`src/rtl/adder_pipe_seg.sv`:
```
// -----------------------------------------------------------------------------
// adder_pipe_seg
//
// Pipelined segmented adder. The W = SEG_W*NSEG bit operands are cut into NSEG
// segments. Stage k adds segment k and passes its carry to stage k+1 through a
// register. Operand segment k is delayed k-1 cycles so it meets its carry at
// stage k. Partial sum k is delayed a further NSEG-k cycles so that all
// segments of one beat land in the output register together. Latency is NSEG
// cycles. Throughput is one beat per cycle.
//
// The whole pipeline advances as one unit whenever the output register is
// empty or is being drained (adv). There is no per-stage elastic buffering:
// bubbles travel through as invalid stages.
//
// Optional feature, enabled by defining ADDER_PIPE_SUB_EN:
//   Adds input port sub. When sub = 1 the beat computes A - B: B is inverted,
//   carry-in is forced to 1 and c0 is ignored. In that case cout = 1 means no
//   borrow occurred.
//
// Ports:
//   clk        clock, all state on rising edge
//   rst_n      asynchronous active-low reset
//   in_valid   operand beat valid
//   in_ready   block accepts a beat this cycle (= adv, independent of in_valid)
//   A, B       operands, bit 1 = LSB
//   c0         carry-in
//   sub        subtract select, per beat (only with ADDER_PIPE_SUB_EN)
//   out_valid  result valid
//   out_ready  downstream accepts result
//   S          registered sum
//   cout       registered carry out of bit W
// -----------------------------------------------------------------------------
module adder_pipe_seg #(
    parameter int unsigned  SEG_W = 24,
    parameter int unsigned  NSEG  = 3,
    localparam int unsigned W     = SEG_W * NSEG
) (
    input  logic         clk,
    input  logic         rst_n,
    input  logic         in_valid,
    output logic         in_ready,
    input  logic [W:1]   A,
    input  logic [W:1]   B,
    input  logic         c0,
`ifdef ADDER_PIPE_SUB_EN
    input  logic         sub,
`endif
    output logic         out_valid,
    input  logic         out_ready,
    output logic [W:1]   S,
    output logic         cout
);

    logic            adv;
    logic [W-1:0]    a_eff;
    logic [W-1:0]    b_eff;
    logic            cin0;
    logic [NSEG-1:0] valid_q;
    logic [NSEG-1:0] valid_d;
    logic [NSEG-1:0] carry;    // registered carry-out of each stage
    logic [W-1:0]    sum_w;

    // Every register in the block moves together, or none of them moves.
    assign adv       = ~out_valid | out_ready;
    assign in_ready  = adv;
    assign out_valid = valid_q[NSEG-1];

    // ---------------------------------------------------------------------
    // Operand conditioning. Subtraction is folded in here, before the skew
    // registers, so the per-beat sub flag needs no pipeline of its own.
    // ---------------------------------------------------------------------
`ifdef ADDER_PIPE_SUB_EN
    always_comb begin
        a_eff = A;
        b_eff = sub ? ~B : B;
        cin0  = sub | c0;
    end
`else
    always_comb begin
        a_eff = A;
        b_eff = B;
        cin0  = c0;
    end
`endif

    // ---------------------------------------------------------------------
    // Valid bits: one per stage, shifted in lockstep with the data.
    // ---------------------------------------------------------------------
    always_comb begin
        valid_d    = '0;
        valid_d[0] = in_valid;
        for (int k = 1; k < int'(NSEG); k++) begin
            valid_d[k] = valid_q[k-1];
        end
    end

    always_ff @(posedge clk or negedge rst_n) begin
        if (!rst_n) begin
            valid_q <= '0;
        end else if (adv) begin
            valid_q <= valid_d;
        end
    end

    // ---------------------------------------------------------------------
    // Segment j (0-based) is added in stage j+1.
    // ---------------------------------------------------------------------
    for (genvar j = 0; j < int'(NSEG); j++) begin : g_seg
        // Depth and width of this segment's partial-sum delay line. Its
        // oldest entry is this segment's slice of the output register S.
        localparam int unsigned PDepth = NSEG - j;
        localparam int unsigned PW     = PDepth * SEG_W;

        logic [SEG_W-1:0] a_seg;
        logic [SEG_W-1:0] b_seg;
        logic [SEG_W-1:0] a_in;
        logic [SEG_W-1:0] b_in;
        logic             cin;
        logic [SEG_W:0]   sum;
        logic             c_q;
        logic [PW-1:0]    p_q;

        assign a_seg = a_eff[j*SEG_W +: SEG_W];
        assign b_seg = b_eff[j*SEG_W +: SEG_W];

        if (j == 0) begin : g_first
            // The lowest segment has no skew and takes the external carry-in.
            assign a_in = a_seg;
            assign b_in = b_seg;
            assign cin  = cin0;
        end else begin : g_skew
            localparam int unsigned DW = j * SEG_W;

            // The newest entry sits in the low bits and the oldest in the
            // high bits. The oldest entry reaches this stage together with
            // the carry from stage j.
            logic [DW-1:0] a_dly_q;
            logic [DW-1:0] b_dly_q;

            always_ff @(posedge clk or negedge rst_n) begin
                if (!rst_n) begin
                    a_dly_q <= '0;
                    b_dly_q <= '0;
                end else if (adv) begin
                    a_dly_q <= (a_dly_q << SEG_W) | DW'(a_seg);
                    b_dly_q <= (b_dly_q << SEG_W) | DW'(b_seg);
                end
            end

            assign a_in = a_dly_q[DW-1 -: SEG_W];
            assign b_in = b_dly_q[DW-1 -: SEG_W];
            assign cin  = carry[j-1];
        end

        assign sum = {1'b0, a_in} + {1'b0, b_in} + {{SEG_W{1'b0}}, cin};

        always_ff @(posedge clk or negedge rst_n) begin
            if (!rst_n) begin
                c_q <= 1'b0;
                p_q <= '0;
            end else if (adv) begin
                c_q <= sum[SEG_W];
                p_q <= (p_q << SEG_W) | PW'(sum[SEG_W-1:0]);
            end
        end

        assign carry[j]                  = c_q;
        assign sum_w[j*SEG_W +: SEG_W]   = p_q[PW-1 -: SEG_W];
    end

    assign S    = sum_w;
    assign cout = carry[NSEG-1];

endmodule

```
`config.mk`:
```
export PLATFORM = sky130hd
export DESIGN_NAME = adder_pipe_seg
export DESIGN_NICKNAME = d
export VERILOG_FILES = /design/src/rtl/adder_pipe_seg.sv
export SDC_FILE = /design/constraint.sdc
export NUM_CORES = 1
export LEC_CHECK = 0
export ABC_AREA = 1
export ABC_CLOCK_PERIOD_IN_PS = 2490
export BUFFER_PORTS_ARGS = -buffer_cell sky130_fd_sc_hd__buf_2
export CORE_MARGIN = 3
export CORE_UTILIZATION = 55
export DETAILED_ROUTE_END_ITERATION = 10
export PLACE_DENSITY_LB_ADDON = 0.15
export SETUP_SLACK_MARGIN = 0.2
export SLEW_MARGIN = 0
export SYNTH_ARGS = -nofsm -noshare
export SYNTH_HDL_FRONTEND = slang
export SYNTH_SLANG_ARGS = --single-unit
```
`constraint.sdc`:
```
create_clock -name clk -period 2.49 [get_ports clk]
set_input_delay 0.1245 -clock clk [delete_from_list [all_inputs] [get_ports clk]]
set_output_delay 0.1245 -clock clk [all_outputs]
set_load 0.01 [all_outputs]
```
==> summary.md <==
| Metric | Value |
|---|---|
| Clock skew after layout | 0.0144 ns |
| Port buffer count | between 200 and 250 |
| Most common cell after layout, fill and taps aside | sky130_fd_sc_hd__nand2_1 |
| Cells along the critical path | fa_2 -> fa_2 -> nand2_1 -> nand2_1 -> and2_2 -> nand2_1 -> nand2_1 -> nand2_1 -> nand3b_1 -> nand3_1 -> nand2_1 |
| Share of the clock period used by the worst path | 86.6% |
| Starting utilization of the core area | 56.5% |
| Flop pwr share | 35.5% |
| Storage cell area | 0.00736 sq mm |
| Cell count of the worst reg-to-reg path | 11 |
| Slowest-stage cell, CP | sky130_fd_sc_hd__fa_2 |
| Initial DRC Count | 918 |
| Clock net sink count | 294 |
| Most used flip-flop cell after synthesis | sky130_fd_sc_hd__dfrtp_1 |
| Largest net degree at the start of global routing | 107 |
| Path type of the worst min-delay path | input port to flip-flop |
| Crit Reg-Reg Startpoint | g_seg[0].c_q |
| Sort of element at the end of the critical path | flip-flop |
| H-Tree Depth | 2 |
| Via count of the routed design | 14600 |
| Clock slew seen by the registers of the worst setup and hold paths | 0.06 ns |
| Part of the power in the clock network | 22.9% |
| Synthesis Warnings | 0 |
| Leakage | between 10 and 15 nW |
| Post-route DRC violation count | 0 |
| Area of the mapped netlist | 0.0164 sq mm |
| Routed len/inst | 15.0 microns |
| Number of nets still failing antenna checks after routing | 0 |
| Internal | 12.7 mW |
| Hold path depth | 4 |
| Startpoint type of the worst setup path | flip-flop |
| Crit path top cell by count | sky130_fd_sc_hd__nand2_1 |
| Proportion of synthesized flip-flops having asynchronous set or reset | 100% |
| Power per standard cell area | 1100 mW/mm^2 |
| Type of the setup path with the least slack | flip-flop to flip-flop |
| Transition at the pin with the smallest max-transition slack | ~0.6 ns |
| Switching Share | 41.1% |
| Clock root cell | sky130_fd_sc_hd__clkbuf_16 |
| Global-route wire length before repair | 71400 microns |
| Setup repair after global routing missed its margin | true |
| Total iterations of the first detailed-routing run | 6 |
| Maxcap violations | 0 |
| Data arrival time of the critical path | 2.54 ns |
| Via count of the first global-routing pass | 14100 |
| Post-synthesis cell type with the largest combined area | sky130_fd_sc_hd__dfrtp_1 |
| Final non-filler cell total | 2930 |
| Net count reported at finish | 2745 |
| TritonCTS clock tree | yes |
| Combined area of the multi-input logic cells | 0.00730 sq mm |
| Commonest cells after routing, fill and taps aside | 1021 x sky130_fd_sc_hd__nand2_1, 294 x sky130_fd_sc_hd__dfrtp_1, 293 x sky130_fd_sc_hd__inv_1 |
| Accumulated negative setup slack | 0 ns |
| Post-CTS setup buffers | 0 |
| Hold EP | g_seg[0].p_q[0] |
| Row cnt | 62 |
| Fraction of final layout cells with drive strength greater than 1 | 13.0% |
| Max Freq | ~0.46 GHz |
| Floorplan die area | 0.0320 sq mm |
| Final worst path period need | 2.16 ns |
| R2R setup slack | 0.33 ns |
| Worst voltage drop across the vdd grid | 760 uV |
| Die extent in y | 179 microns |
| Overall routing resource usage | 27.8% |
| Number of antenna violations at the first check in global routing | 0 |
| Critical-path maximum fanout | 3 |
| Bufs on Longest Clock Path | 3 |
| Number of endpoints with negative hold slack in the final report | 0 |
| Critical Path Max Stage Delay | about 0.44 ns |
| Family of cells with the greatest summed delay on the critical path | simple AND/OR/NAND/NOR gates |
| Filler cells | about 2600 |
| Total buffers and inverters traversed by the critical path | 0 |
| Io pins | 224 |
| Final max-slew violation count | 0 |
| Capturing point of the worst reg2reg path | g_seg[1].p_q[12] |
| Hold path startpoint | c0 |
| Overall routed net length | 44000 microns |
| Status | finished clean |
| Worst EP required | 2.88 ns |
| Top cells by area, synth | sky130_fd_sc_hd__dfrtp_1 45%, sky130_fd_sc_hd__nand2_1 23%, sky130_fd_sc_hd__inv_1 6.7%, sky130_fd_sc_hd__ha_1 5.3%, sky130_fd_sc_hd__o21ai_0 3.8% |
| Horizontal extent of the die | 179 microns |
| Via-per-instance ratio | 4.99 |
| Antenna diode count | 0 |
| Count of different cell masters after synthesis | 37 |
| Flop and latch count out of synthesis | around 300 |
| Mean Syn Cell Area | 7.25 sq um |
| Area of the core | about 0.029 sq mm |
| HPWL after DPL | approximately 31000 microns |
| Max_slew headroom | 60.5% |
| P&R area growth vs syn | 19.6% |
| Net Switching | 8.84 mW |
| Synth top area share | 44.8% |
| Clock latency at the later pin of the worst-skew pair | 0.50 ns |
| Number of synthesized flops with an enable pin | 0 |
| Aggregate global routing overflow | 0 |
| Instance count after placement with tap cells included | roughly 2800 |
| Combinational share of power | 41.6% |
| Number of failing setup endpoints in the final timing report | 0 |
| Number of nets produced by synthesis | 2488 |
| Last weighted congestion value of the routability-driven placer | slightly above 0.9 |
| Number of instances in the synthesized netlist | 2264 |
| Portion of the post-synthesis area used by sequential elements | 44.8% |
| Clock buffers created by TritonCTS | 34 |
flip-flops by register name, indices dropped and copies added, names as in the netlist:
signal                flops
g_seg.a_in               24
g_seg.b_in               24
cout                      1
g_seg.p_q               144
valid_q                   3
g_seg.g_skew.a_dly_q     48
g_seg.c_q                 2
g_seg.g_skew.b_dly_q     48
routing by layer:
metal,GRT usage [%],wire length [microns]
met1,39.1,20200
met2,45.5,20300
met3,4.15,2430
met4,7.14,1080
met5,0,0
area by class of cell:
cell class	instances	area share, %
timing repair buffer	333	11.6
sequential	294	37.4
clock buffer	48	5.28
clock inverter	13	0.433
inverter	294	5.68
multi-input combinational	1564	37.1
tap	384	2.45
kinds of logic (layout without fill, tap and decap cells):
family | count (synthesis) | after routing | share of synthesized area [%]
AO/OA/AOI/OAI | 186 | 186 | 5.84
XOR/XNOR | 18 | 18 | 0.960
adder cells (fa/ha/maj) | 75 | 75 | 5.99
buffers and inverters | 406 | 688 | 10.8
flip-flops | 294 | 294 | 44.8
AND/OR/NAND/NOR | 1285 | 1285 | 31.6
power groups by stage:
stage	sequential [mW]	clock [mW]	combinational, mW
after global placement	7.65	0	8.64
final	7.64	4.94	8.96
after detailed placement	7.69	0	8.78
after floorplan	7.45	0	6.59
after global routing	7.84	5.22	10.3
after CTS	7.64	5.04	8.97
stage by stage:
stage | setup slack, ns | cell area [sq um] | power (mW) | util, % | hold slack, ns
final | 0.333 | 19600 | 21.5 | 67.5 | 0.0410
after global routing | 0.180 | 19600 | 23.3 | 67.5 | 0.0523
after CTS | 0.203 | 19600 | 21.6 | 67.5 | 0.0293
after detailed placement | 0.210 | 17500 | 16.5 | 60.3 | 0.0894
after global placement | 0.236 | 17500 | 16.3 | 60.3 | 0.0932
after floorplan | 0.400 | 16400 | 14.0 | - | -0.171
how the worst max path moves through the flow:
stage,end,slack [ns],cells after the start,from
finish,g_seg[1].p_q[12],0.33,11,g_seg[0].c_q
global route,g_seg[1].p_q[12],0.18,12,g_seg[0].c_q
CTS,g_seg[1].p_q[12],0.20,11,g_seg[0].c_q
detailed placement,g_seg[1].p_q[12],0.21,11,g_seg[0].c_q
global placement,g_seg[1].p_q[12],0.24,11,g_seg[0].c_q
floorplan,g_seg[1].p_q[12],0.40,11,g_seg[0].c_q
cell usage after synthesis, drive strengths merged, types with 16 or more instances:
cell    count
nand2    1031
dfrtp     294
inv       294
o21ai     140
nor2      104
nand3      93
buf        90
ha         69
a21oi      40
clkbuf     22
nand3b     16
nand4      16
repair_timing:
action                     4_1_cts  5_1_grt
resized for setup                1        4
setup endpoints to repair        2       10
hold buffers                    98        0
hold endpoints to repair       149        0
worst reg2reg max path, stage by stage (launching register included):
cell	delay, ns
sky130_fd_sc_hd__dfrtp_1	0.40
sky130_fd_sc_hd__fa_2	0.44
sky130_fd_sc_hd__fa_2	0.37
sky130_fd_sc_hd__nand2_1	0.10
sky130_fd_sc_hd__nand2_1	0.07
sky130_fd_sc_hd__and2_2	0.20
sky130_fd_sc_hd__nand2_1	0.06
sky130_fd_sc_hd__nand2_1	0.09
sky130_fd_sc_hd__nand2_1	0.10
sky130_fd_sc_hd__nand3b_1	0.08
sky130_fd_sc_hd__nand3_1	0.08
sky130_fd_sc_hd__nand2_1	0.05
(Power assumes the default switching activity.)
